--- config.mk ---
export PLATFORM = sky130hd
export DESIGN_NAME = pulse_symbol_decoder
export DESIGN_NICKNAME = d
export VERILOG_FILES = /design/src/rtl/pulse_symbol_decoder_pkg.sv /design/src/rtl/pulse_symbol_decoder_gap_timer.sv /design/src/rtl/pulse_symbol_decoder.sv
export SDC_FILE = /design/constraint.sdc
export NUM_CORES = 1
export LEC_CHECK = 0
export ABC_CLOCK_PERIOD_IN_PS = 2600
export CORE_MARGIN = 2
export CORE_UTILIZATION = 35
export CTS_BUF_LIST = sky130_fd_sc_hd__clkbuf_16
export DETAILED_ROUTE_END_ITERATION = 8
export HOLD_SLACK_MARGIN = 0.12
export PLACE_DENSITY = 0.56
export SETUP_SLACK_MARGIN = 0.02
export SLEW_MARGIN = 40
export SYNTH_ARGS = -nofsm -noshare
export SYNTH_HDL_FRONTEND = slang
export SYNTH_SLANG_ARGS = --single-unit
--- constraint.sdc ---
create_clock -name clk -period 2.6 [get_ports clk]
set_clock_uncertainty 0.1 [all_clocks]
set_input_delay 0.26 -clock clk [delete_from_list [all_inputs] [get_ports clk]]
set_output_delay 0.26 -clock clk [all_outputs]
set_load 0.02 [all_outputs]
--- src/rtl/pulse_symbol_decoder_pkg.sv ---
// Shared types and constants for the long/short pulse decoding path.
// TICK_W is also used by tick_generator, so both agree on the duration width.
package pulse_pkg;

    localparam int TICK_W = 15;

    localparam logic SYM_SHORT = 1'b0;
    localparam logic SYM_LONG  = 1'b1;

    typedef enum logic [2:0] {
        IDLE,
        PRESS,
        EVAL,
        GAP,
        EMIT
    } state_t;

    // Saturated durations (all ones) land on the long side naturally.
    function automatic logic classify_sym(input logic [TICK_W-1:0] ticks,
                                          input logic [TICK_W-1:0] long_min);
        return (ticks >= long_min) ? SYM_LONG : SYM_SHORT;
    endfunction

endpackage

--- src/rtl/pulse_symbol_decoder_gap_timer.sv ---
// Quiet-gap timer: a clk prescaler that advances a saturating TICK_W-bit
// counter once every DIV enabled cycles. i_clr has priority over i_en.
module gap_timer
    import pulse_pkg::*;
#(
    parameter int DIV = 25000
) (
    input  logic              clk,
    input  logic              reset,
    input  logic              i_clr,
    input  logic              i_en,
    output logic [TICK_W-1:0] o_count
);

    localparam int PW = (DIV > 1) ? $clog2(DIV) : 1;
    localparam logic [PW-1:0] PRESC_LAST = PW'(DIV - 1);

    logic [PW-1:0]     r_presc;
    logic [TICK_W-1:0] r_count;

    always_ff @(posedge clk) begin
        if (reset || i_clr) begin
            r_presc <= '0;
            r_count <= '0;
        end else if (i_en) begin
            if (r_presc == PRESC_LAST) begin
                r_presc <= '0;
                if (r_count != '1)
                    r_count <= r_count + 1'b1;
            end else begin
                r_presc <= r_presc + 1'b1;
            end
        end
    end

    assign o_count = r_count;

endmodule

--- src/rtl/pulse_symbol_decoder.sv ---
// Classifies button/line presses as glitch/short/long from tick_total, packs
// symbols into a character, and emits the character after a quiet gap.
module pulse_symbol_decoder
    import pulse_pkg::*;
#(
    parameter logic [TICK_W-1:0] SHORT_MIN = 15'd50,
    parameter logic [TICK_W-1:0] LONG_MIN  = 15'd300,
    parameter int                GAP_DIV   = 25000,
    parameter logic [TICK_W-1:0] CHAR_GAP  = 15'd700,
    parameter int                MAX_SYM   = 5
) (
    input  logic               clk,
    input  logic               reset,
    input  logic               start,
    input  logic [TICK_W-1:0]  tick_total,
    output logic               char_valid,
    output logic [MAX_SYM-1:0] char_bits,
    output logic [2:0]         char_len,
    output logic               char_err,
    output logic               sym_strobe,
    output logic               sym_long,
    output logic               busy
);

    localparam logic [2:0] LEN_MAX = 3'(MAX_SYM);

    state_t             r_state;
    state_t             w_state_next;
    logic               r_start_q;
    logic [TICK_W-1:0]  r_tick;
    logic [MAX_SYM-1:0] r_bits;
    logic [2:0]         r_len;
    logic               r_err;
    logic               r_sym_strobe;
    logic               r_sym_long;
    logic [MAX_SYM-1:0] r_char_bits;
    logic [2:0]         r_char_len;
    logic               r_char_err;

    logic               w_release;
    logic               w_capture;
    logic               w_accept;
    logic               w_sym;
    logic [MAX_SYM-1:0] w_bits_shifted;
    logic               w_gap_clr;
    logic               w_gap_en;
    logic [TICK_W-1:0]  w_gap_count;

    assign w_release = r_start_q & ~start;
    // A one-cycle press can release while IDLE (press began in EMIT) or GAP
    // (press began in EVAL); sample it there too so no symbol is dropped.
    assign w_capture = w_release &&
                       (r_state == PRESS || r_state == IDLE || r_state == GAP);
    assign w_accept  = (r_tick >= SHORT_MIN);
    assign w_sym     = classify_sym(r_tick, LONG_MIN);

    genvar gi;
    generate
        for (gi = 0; gi < MAX_SYM; gi++) begin : g_shift
            if (gi == 0) begin : g_lsb
                assign w_bits_shifted[gi] = w_sym;
            end else begin : g_up
                assign w_bits_shifted[gi] = r_bits[gi-1];
            end
        end
    endgenerate

    // Gap timing starts in EVAL so char_valid lands exactly
    // CHAR_GAP*GAP_DIV+2 cycles after the release cycle.
    assign w_gap_en  = (r_state == EVAL) || (r_state == GAP);
    assign w_gap_clr = !w_gap_en || start || w_release;

    gap_timer #(
        .DIV (GAP_DIV)
    ) u_gap_timer (
        .clk     (clk),
        .reset   (reset),
        .i_clr   (w_gap_clr),
        .i_en    (w_gap_en),
        .o_count (w_gap_count)
    );

    always_ff @(posedge clk) begin
        if (reset)
            r_state <= IDLE;
        else
            r_state <= w_state_next;
    end

    always_comb begin
        w_state_next = r_state;
        case (r_state)
            IDLE: begin
                if (w_release)
                    w_state_next = EVAL;
                else if (start)
                    w_state_next = PRESS;
            end
            PRESS: begin
                if (w_release)
                    w_state_next = EVAL;
            end
            EVAL: begin
                if (w_accept || r_len != 3'd0 || r_err)
                    w_state_next = GAP;
                else
                    w_state_next = IDLE;
            end
            GAP: begin
                if (w_release)
                    w_state_next = EVAL;
                else if (start)
                    w_state_next = PRESS;
                else if (w_gap_count == CHAR_GAP)
                    w_state_next = EMIT;
            end
            EMIT: begin
                w_state_next = IDLE;
            end
            default: begin
                w_state_next = IDLE;
            end
        endcase
    end

    always_ff @(posedge clk) begin
        if (reset) begin
            r_start_q    <= 1'b0;
            r_tick       <= '0;
            r_bits       <= '0;
            r_len        <= 3'd0;
            r_err        <= 1'b0;
            r_sym_strobe <= 1'b0;
            r_sym_long   <= 1'b0;
            r_char_bits  <= '0;
            r_char_len   <= 3'd0;
            r_char_err   <= 1'b0;
        end else begin
            r_start_q    <= start;
            r_sym_strobe <= 1'b0;

            if (w_capture)
                r_tick <= tick_total;

            if (r_state == EVAL && w_accept) begin
                r_sym_strobe <= 1'b1;
                r_sym_long   <= w_sym;
                if (r_len < LEN_MAX) begin
                    r_bits <= w_bits_shifted;
                    r_len  <= r_len + 3'd1;
                end else begin
                    r_err  <= 1'b1;
                end
            end

            // Character outputs are loaded on entry to EMIT and then held.
            if (r_state == GAP && w_state_next == EMIT) begin
                r_char_bits <= r_bits;
                r_char_len  <= r_len;
                r_char_err  <= r_err;
            end

            if (r_state == EMIT) begin
                r_bits <= '0;
                r_len  <= 3'd0;
                r_err  <= 1'b0;
            end
        end
    end

    assign char_valid = (r_state == EMIT);
    assign char_bits  = r_char_bits;
    assign char_len   = r_char_len;
    assign char_err   = r_char_err;
    assign sym_strobe = r_sym_strobe;
    assign sym_long   = r_sym_long;
    assign busy       = (r_len != 3'd0 || r_err) && (r_state != IDLE);

endmodule
# Word level (Yosys, flattened, before mapping)
# Index checks and enable logic that the tools add are counted.
# word_totals
latch_bits	0
elab_cells	62
n_memories	0
ff_bits	69
mem_bits_ro	0
mem_bits_rw	0
input_bits	18
# op_classes
n_reduce_logical	21
add_sub_neg	3
n_lt_le_gt_ge	3
multipliers	0
shifts	0
n_div	0
muxes	11
bitwise	3
eq_ne	8
# ops
operator	count
adder 15 x 1 -> 15 bit, second input constant	2
two-way mux 3 bit	6
equality test 15 x 10 -> 1 bit, second input constant	1
equality test 15 bit, second input constant	1
>= comparator 15 x 6 -> 1 bit, second input constant	1
>= comparator 15 x 9 -> 1 bit, second input constant	1
two-way mux 15 bit	1
!= test 15 bit, second input constant	1
case mux 3 bit (4 select lines)	1
logical OR 1 bit	9
equality test 3 x 2 -> 1 bit, second input constant	2
equality test 3 bit, second input constant	2
nonzero test 3 bit	2
logical AND 1 bit	4
AND reduction 2 bit	2
adder 3 x 1 -> 3 bit, second input constant	1
equality test 3 x 1 -> 1 bit, second input constant	1
zero test 3 bit	1
< comparator 3 bit, second input constant	1
AND reduction 3 bit	1
two-way mux 1 bit	2
two-way mux 2 bit	1
inverter 1 bit	2
OR reduction 2 bit	1
other kinds (2)	2

# Logic depth before layout (Yosys ltp)
# logic_depth
word_depth	7
mapped_depth	7
ltp_nobuf	7

# Hierarchy
# Synthesis repeated with hierarchy kept, for this count alone.
# hier_totals
cells_unflattened	361
area_unflattened_um2	3209.3
# by_module_without_submodules
mod	cells_per_inst	area_each_um2	instances
pulse_symbol_decoder	182	1677.9	1
gap_timer	179	1531.5	1

# Worst setup path before layout
# OpenSTA, ideal clock, no wires.
# synth_path
kind	register to register
startpoint	register u_gap_timer.r_presc[3]
endpoint	register u_gap_timer.r_count[5], in the netlist u_gap_timer.o_count[5]
required_time_ns	2.430
stages_incl_launch_ff	7
period_less_slack_ns	2.576
arrival_time_ns	2.406
path_slack_ns	0.024
path_cell_list	dfxtp_1 -> or4_4 -> or4_4 -> or3_1 -> clkbuf_2 -> or4_1 -> a21oi_1
# synth_between
elab_chain_cells	2
# synth_lines
item	line_no	rtl
start, declared	pulse_symbol_decoder_gap_timer.sv:18	logic [PW-1:0] r_presc;
start signal, assigned	pulse_symbol_decoder_gap_timer.sv:31	r_presc <= r_presc + 1'b1;
equality test 15 bit	pulse_symbol_decoder_gap_timer.sv:26	if (r_presc == PRESC_LAST) begin
AND reduction 3 bit (no source line)	--	
end signal, assigned	pulse_symbol_decoder_gap_timer.sv:29	r_count <= r_count + 1'b1;
end, declared	pulse_symbol_decoder_gap_timer.sv:19	logic [TICK_W-1:0] r_count;
# No other way between the ends.
# A chain may end at the register's enable or synchronous reset.

# Worst setup path after layout
# layout_path
startpoint	register u_gap_timer.r_presc[6]
endpoint	register u_gap_timer.r_count[5], in the netlist u_gap_timer.o_count[5]
# The elaborated chain is that of the path after synthesis.

==> impl_metrics.prom <==
# TYPE chip_impl_metric gauge
chip_impl_info{name="outcome",value="finished clean"} 1
chip_impl_metric{name="max-cap-violations",unit=""} 0
chip_impl_metric{name="width_of_the_die",unit="um"} 96.8
chip_impl_metric{name="synth_area_per_cell",unit="um^2"} 8.58
chip_impl_metric{name="worst-endpoint-arrival",unit="ps"} 2720
chip_impl_metric{name="routabilityCongestion",unit=""} 0.760
chip_impl_metric{name="synth.yosys.warnings",unit=""} 0
chip_impl_metric{name="power.leakage",unit="nW"} 1.40
chip_impl_info{name="worstReg2RegEnd",value="u_gap_timer.o_count[5]"} 1
chip_impl_metric{name="finalCritPeriodShare",unit=""} 0.980
chip_impl_metric{name="dr_total_vias",unit=""} 2579
chip_impl_metric{name="ff2ff_setup_slack",unit="ps"} 50
chip_impl_metric{name="clkSinkCount",unit=""} 68
chip_impl_info{name="tritoncts",value="yes"} 1
chip_impl_metric{name="cts-htree-levels",unit=""} 3
chip_impl_metric{name="grt_max_degree",unit=""} 25
chip_impl_metric{name="drc",unit=""} 0
chip_impl_info{name="global_route.peak_usage_layer",value="met2"} 1
chip_impl_metric{name="max-vdd-ir-drop",unit="mV"} 0.381
chip_impl_metric{name="wl",unit="um"} 6400
chip_impl_metric{name="maxSlewHeadroom",unit=""} 0.626
chip_impl_metric{name="ios",unit=""} 31
chip_impl_metric{name="routedWlPerCell",unit="um"} 12.7
chip_impl_metric{name="fraction_of_layout_cells_with_a_size_suffix_above_1",unit=""} 0.110
chip_impl_info{name="endpoint_kind",value="register"} 1
chip_impl_metric{name="placed_cells",unit=""} 486
chip_impl_metric{name="cts_hold_repair.buffers",unit=""} 0
chip_impl_info{name="timing.critical_path.from_type",value="register"} 1
chip_impl_metric{name="dr.first_iter.drc_count",unit=""} 46
chip_impl_metric{name="required",unit="ps"} 2770
chip_impl_metric{name="floorplan.rows",unit=""} 33
chip_impl_metric{name="timing.setup.tns",unit="ps"} 0
chip_impl_metric{name="stdcell_area",unit="um^2"} 3820
chip_impl_metric{name="r2r_cells",unit=""} 5
chip_impl_metric{name="worst_hold_slack",unit="ps"} 350
chip_impl_metric{name="detailed_place_hpwl",unit="um"} 4390
chip_impl_metric{name="grt_first_pass_wirelength",unit="um"} 10800
chip_impl_metric{name="cts_buffer_depth",unit=""} 2
chip_impl_metric{name="start_util",unit=""} 0.363
chip_impl_metric{name="detail-route-antenna-nets",unit=""} 0
chip_impl_metric{name="globalRouteTotalUtil",unit=""} 0.139
chip_impl_info{name="critPathLaunch",value="u_gap_timer.r_presc[6]"} 1
chip_impl_metric{name="async_flop_share",unit=""} 0
chip_impl_metric{name="num_antenna_cells",unit=""} 0
chip_impl_info{name="synth_top_flop_cell",value="dfxtp_1"} 1
chip_impl_info{name="worst_hold_path_type",value="register to register"} 1
chip_impl_metric{name="port-buffer-count",unit=""} 29
chip_impl_metric{name="grt.met3_usage",unit=""} 0.0347
chip_impl_metric{name="postSynthNetCount",unit=""} 374
chip_impl_metric{name="design.final.nets",unit=""} 418
chip_impl_metric{name="p_per_area",unit="nW/um^2"} 598
chip_impl_metric{name="globalRouteMet1Util",unit=""} 0.181
chip_impl_metric{name="fmax_achieved",unit="MHz"} 392
chip_impl_metric{name="worstMarginPinSlew",unit="ps"} 559
chip_impl_metric{name="synth.distinct_cells",unit=""} 43
chip_impl_info{name="unrepaired_setup_endpoints_after_global_routing",value="yes"} 1
chip_impl_metric{name="ys_seq_area_frac",unit=""} 0.452
chip_impl_info{name="timing.rr.start",value="u_gap_timer.r_presc[6]"} 1
chip_impl_metric{name="postPlaceCellArea",unit="um^2"} 3500
chip_impl_info{name="root_buffer",value="clkbuf_16"} 1
chip_impl_metric{name="fp.coreArea",unit="um^2"} 8300
chip_impl_metric{name="postLayoutCoreUtil",unit=""} 0.460
chip_impl_metric{name="hold_viol",unit=""} 0
chip_impl_info{name="synth.top_cells.by_area",value="dfxtp_1, mux2i_1, nor2_1, nand3_1, nand2_1"} 1
chip_impl_metric{name="cts-buffers-inserted",unit=""} 9
chip_impl_metric{name="synthesis.instances",unit=""} 351
chip_impl_metric{name="detailedRoute.firstPassIterationCount",unit=""} 4
chip_impl_metric{name="yosys_top_cell_area_share",unit=""} 0.452
chip_impl_metric{name="grt-ovfl-total",unit=""} 0
chip_impl_metric{name="setup_viol",unit=""} 0
chip_impl_metric{name="initial_antenna_violation_count",unit=""} 0
chip_impl_metric{name="viasPerCell",unit=""} 5.11
chip_impl_metric{name="die_boundary_height",unit="um"} 96.8
chip_impl_metric{name="worst_setup_margin",unit="ps"} 50.9
chip_impl_metric{name="final.min_clock_period",unit="ps"} 2550
chip_impl_metric{name="slew_violations",unit=""} 0
chip_impl_info{name="synth_largest_area_cell",value="dfxtp_1"} 1
chip_impl_metric{name="worstPathMaxFanout",unit=""} 5
chip_impl_metric{name="worst_setup_hold_path_clk_slew",unit="ps"} 60
chip_impl_metric{name="p_total",unit="mW"} 2.28
chip_impl_metric{name="area_delta_synth_final",unit="%"} 26.7
chip_impl_metric{name="synth_area",unit="um^2"} 3010
chip_impl_metric{name="gr-usage-met2",unit=""} 0.213
chip_impl_info{name="critical_path_class",value="register to register"} 1
chip_impl_info{name="synth_commonest_cells",value="dfxtp_1, nor2_1, nand2_1"} 1
chip_impl_metric{name="floorplan.die_area",unit="um^2"} 9360
chip_impl_info{name="critical_path.endpoint",value="u_gap_timer.o_count[5]"} 1
chip_impl_metric{name="synth_enable_flop_cells",unit=""} 0
chip_impl_info{name="most_repeated_cell_in_the_gate_level_netlist_after_synthesis",value="dfxtp_1"} 1
chip_impl_metric{name="final_cells",unit=""} 505
chip_impl_metric{name="number_of_global_route_vias_before_repair",unit=""} 2397
chip_impl_metric{name="dp_slack",unit="ps"} -24.7
chip_impl_metric{name="clk-insertion-delay-late",unit="ps"} 330
chip_impl_metric{name="ys_seq_elements",unit=""} 68
## kinds of logic (layout without fill, tap and decap cells)
family | count (synthesis) | in the layout | share of synthesized area
AOI/OAI and AO/OA | 47 | 47 | 0.0906
xor gates and xnor gates | 17 | 17 | 0.0494
adders and majority gates | 5 | 5 | 0.0208
buffers and inverters | 23 | 71 | 0.0291
DFF | 68 | 68 | 0.452
muxes | 20 | 20 | 0.0665
and+or+nand+nor | 171 | 172 | 0.292
## state kept, by name, summed over array words and instances, names as in the netlist, 3 cells and up
register / flops
char_bits: 5
char_len: 3
r_bits: 5
r_len: 3
r_state: 3
r_tick: 14
u_gap_timer.o_count: 15
u_gap_timer.r_presc: 15
## critical path, cell delays in order, from the launching register on
cell	delay [ps]
dfxtp_2	330
or4b_4	520
or4_4	560
or3_4	430
or4_4	430
a21oi_2	120
## worst min-delay path by stage
stage           startpoint     endpoint  cells after the start
2_1_floorplan        start    r_start_q                      1
4_1_cts        char_len[1]  char_len[1]                      2
6_report       char_len[1]  char_len[1]                      2
5_1_grt        char_len[1]  char_len[1]                      2
3_3_place_gp      char_err     char_err                      2
3_5_place_dp   char_len[1]  char_len[1]                      2
## report_power, final
group          switching [mW]  leakage [nW]  internal (mW)
clock                   0.475         0.136          0.649
sequential             0.0108         0.550           1.05
combinational          0.0435         0.711         0.0497
## timing repair
item / in CTS / in global routing
setup buffers: 0 / 2
setup endpoints to repair: 1 / 1
resized for setup: 1 / 5
gates cloned: 0 / 1
pin swaps: 0 / 3
## placed cells by master, fill, tap and decap left out, types with 9 or more instances in the layout
cell type and instances:
clkbuf_16 9, nor2_1 50, inv_1 11, buf_4 14, a21oi_1 19, or3_1 9
clkdlybuf4s50_1 29, o21ai_0 13, nand3_1 28, xnor2_1 9, dfxtp_1 66, nand2_1 29
mux2i_1 20
## layer usage
layer  share of wire  routed length [um]
met5               0                   0
met3           0.034                 215
met2            0.45                2860
met1            0.50                3190
met4           0.022                 143
## final cells by class
class | count | area [um^2]
clock inverters | 7 | 52.6
repair buffers | 44 | 415
well taps | 105 | 131
flip-flops and latches | 68 | 1360
multi-input cells | 261 | 1590
fillers | 859 | 4480
inverters | 11 | 41.3
clock buffers | 9 | 225
Note: power is estimated with default switching activity, not from simulation.
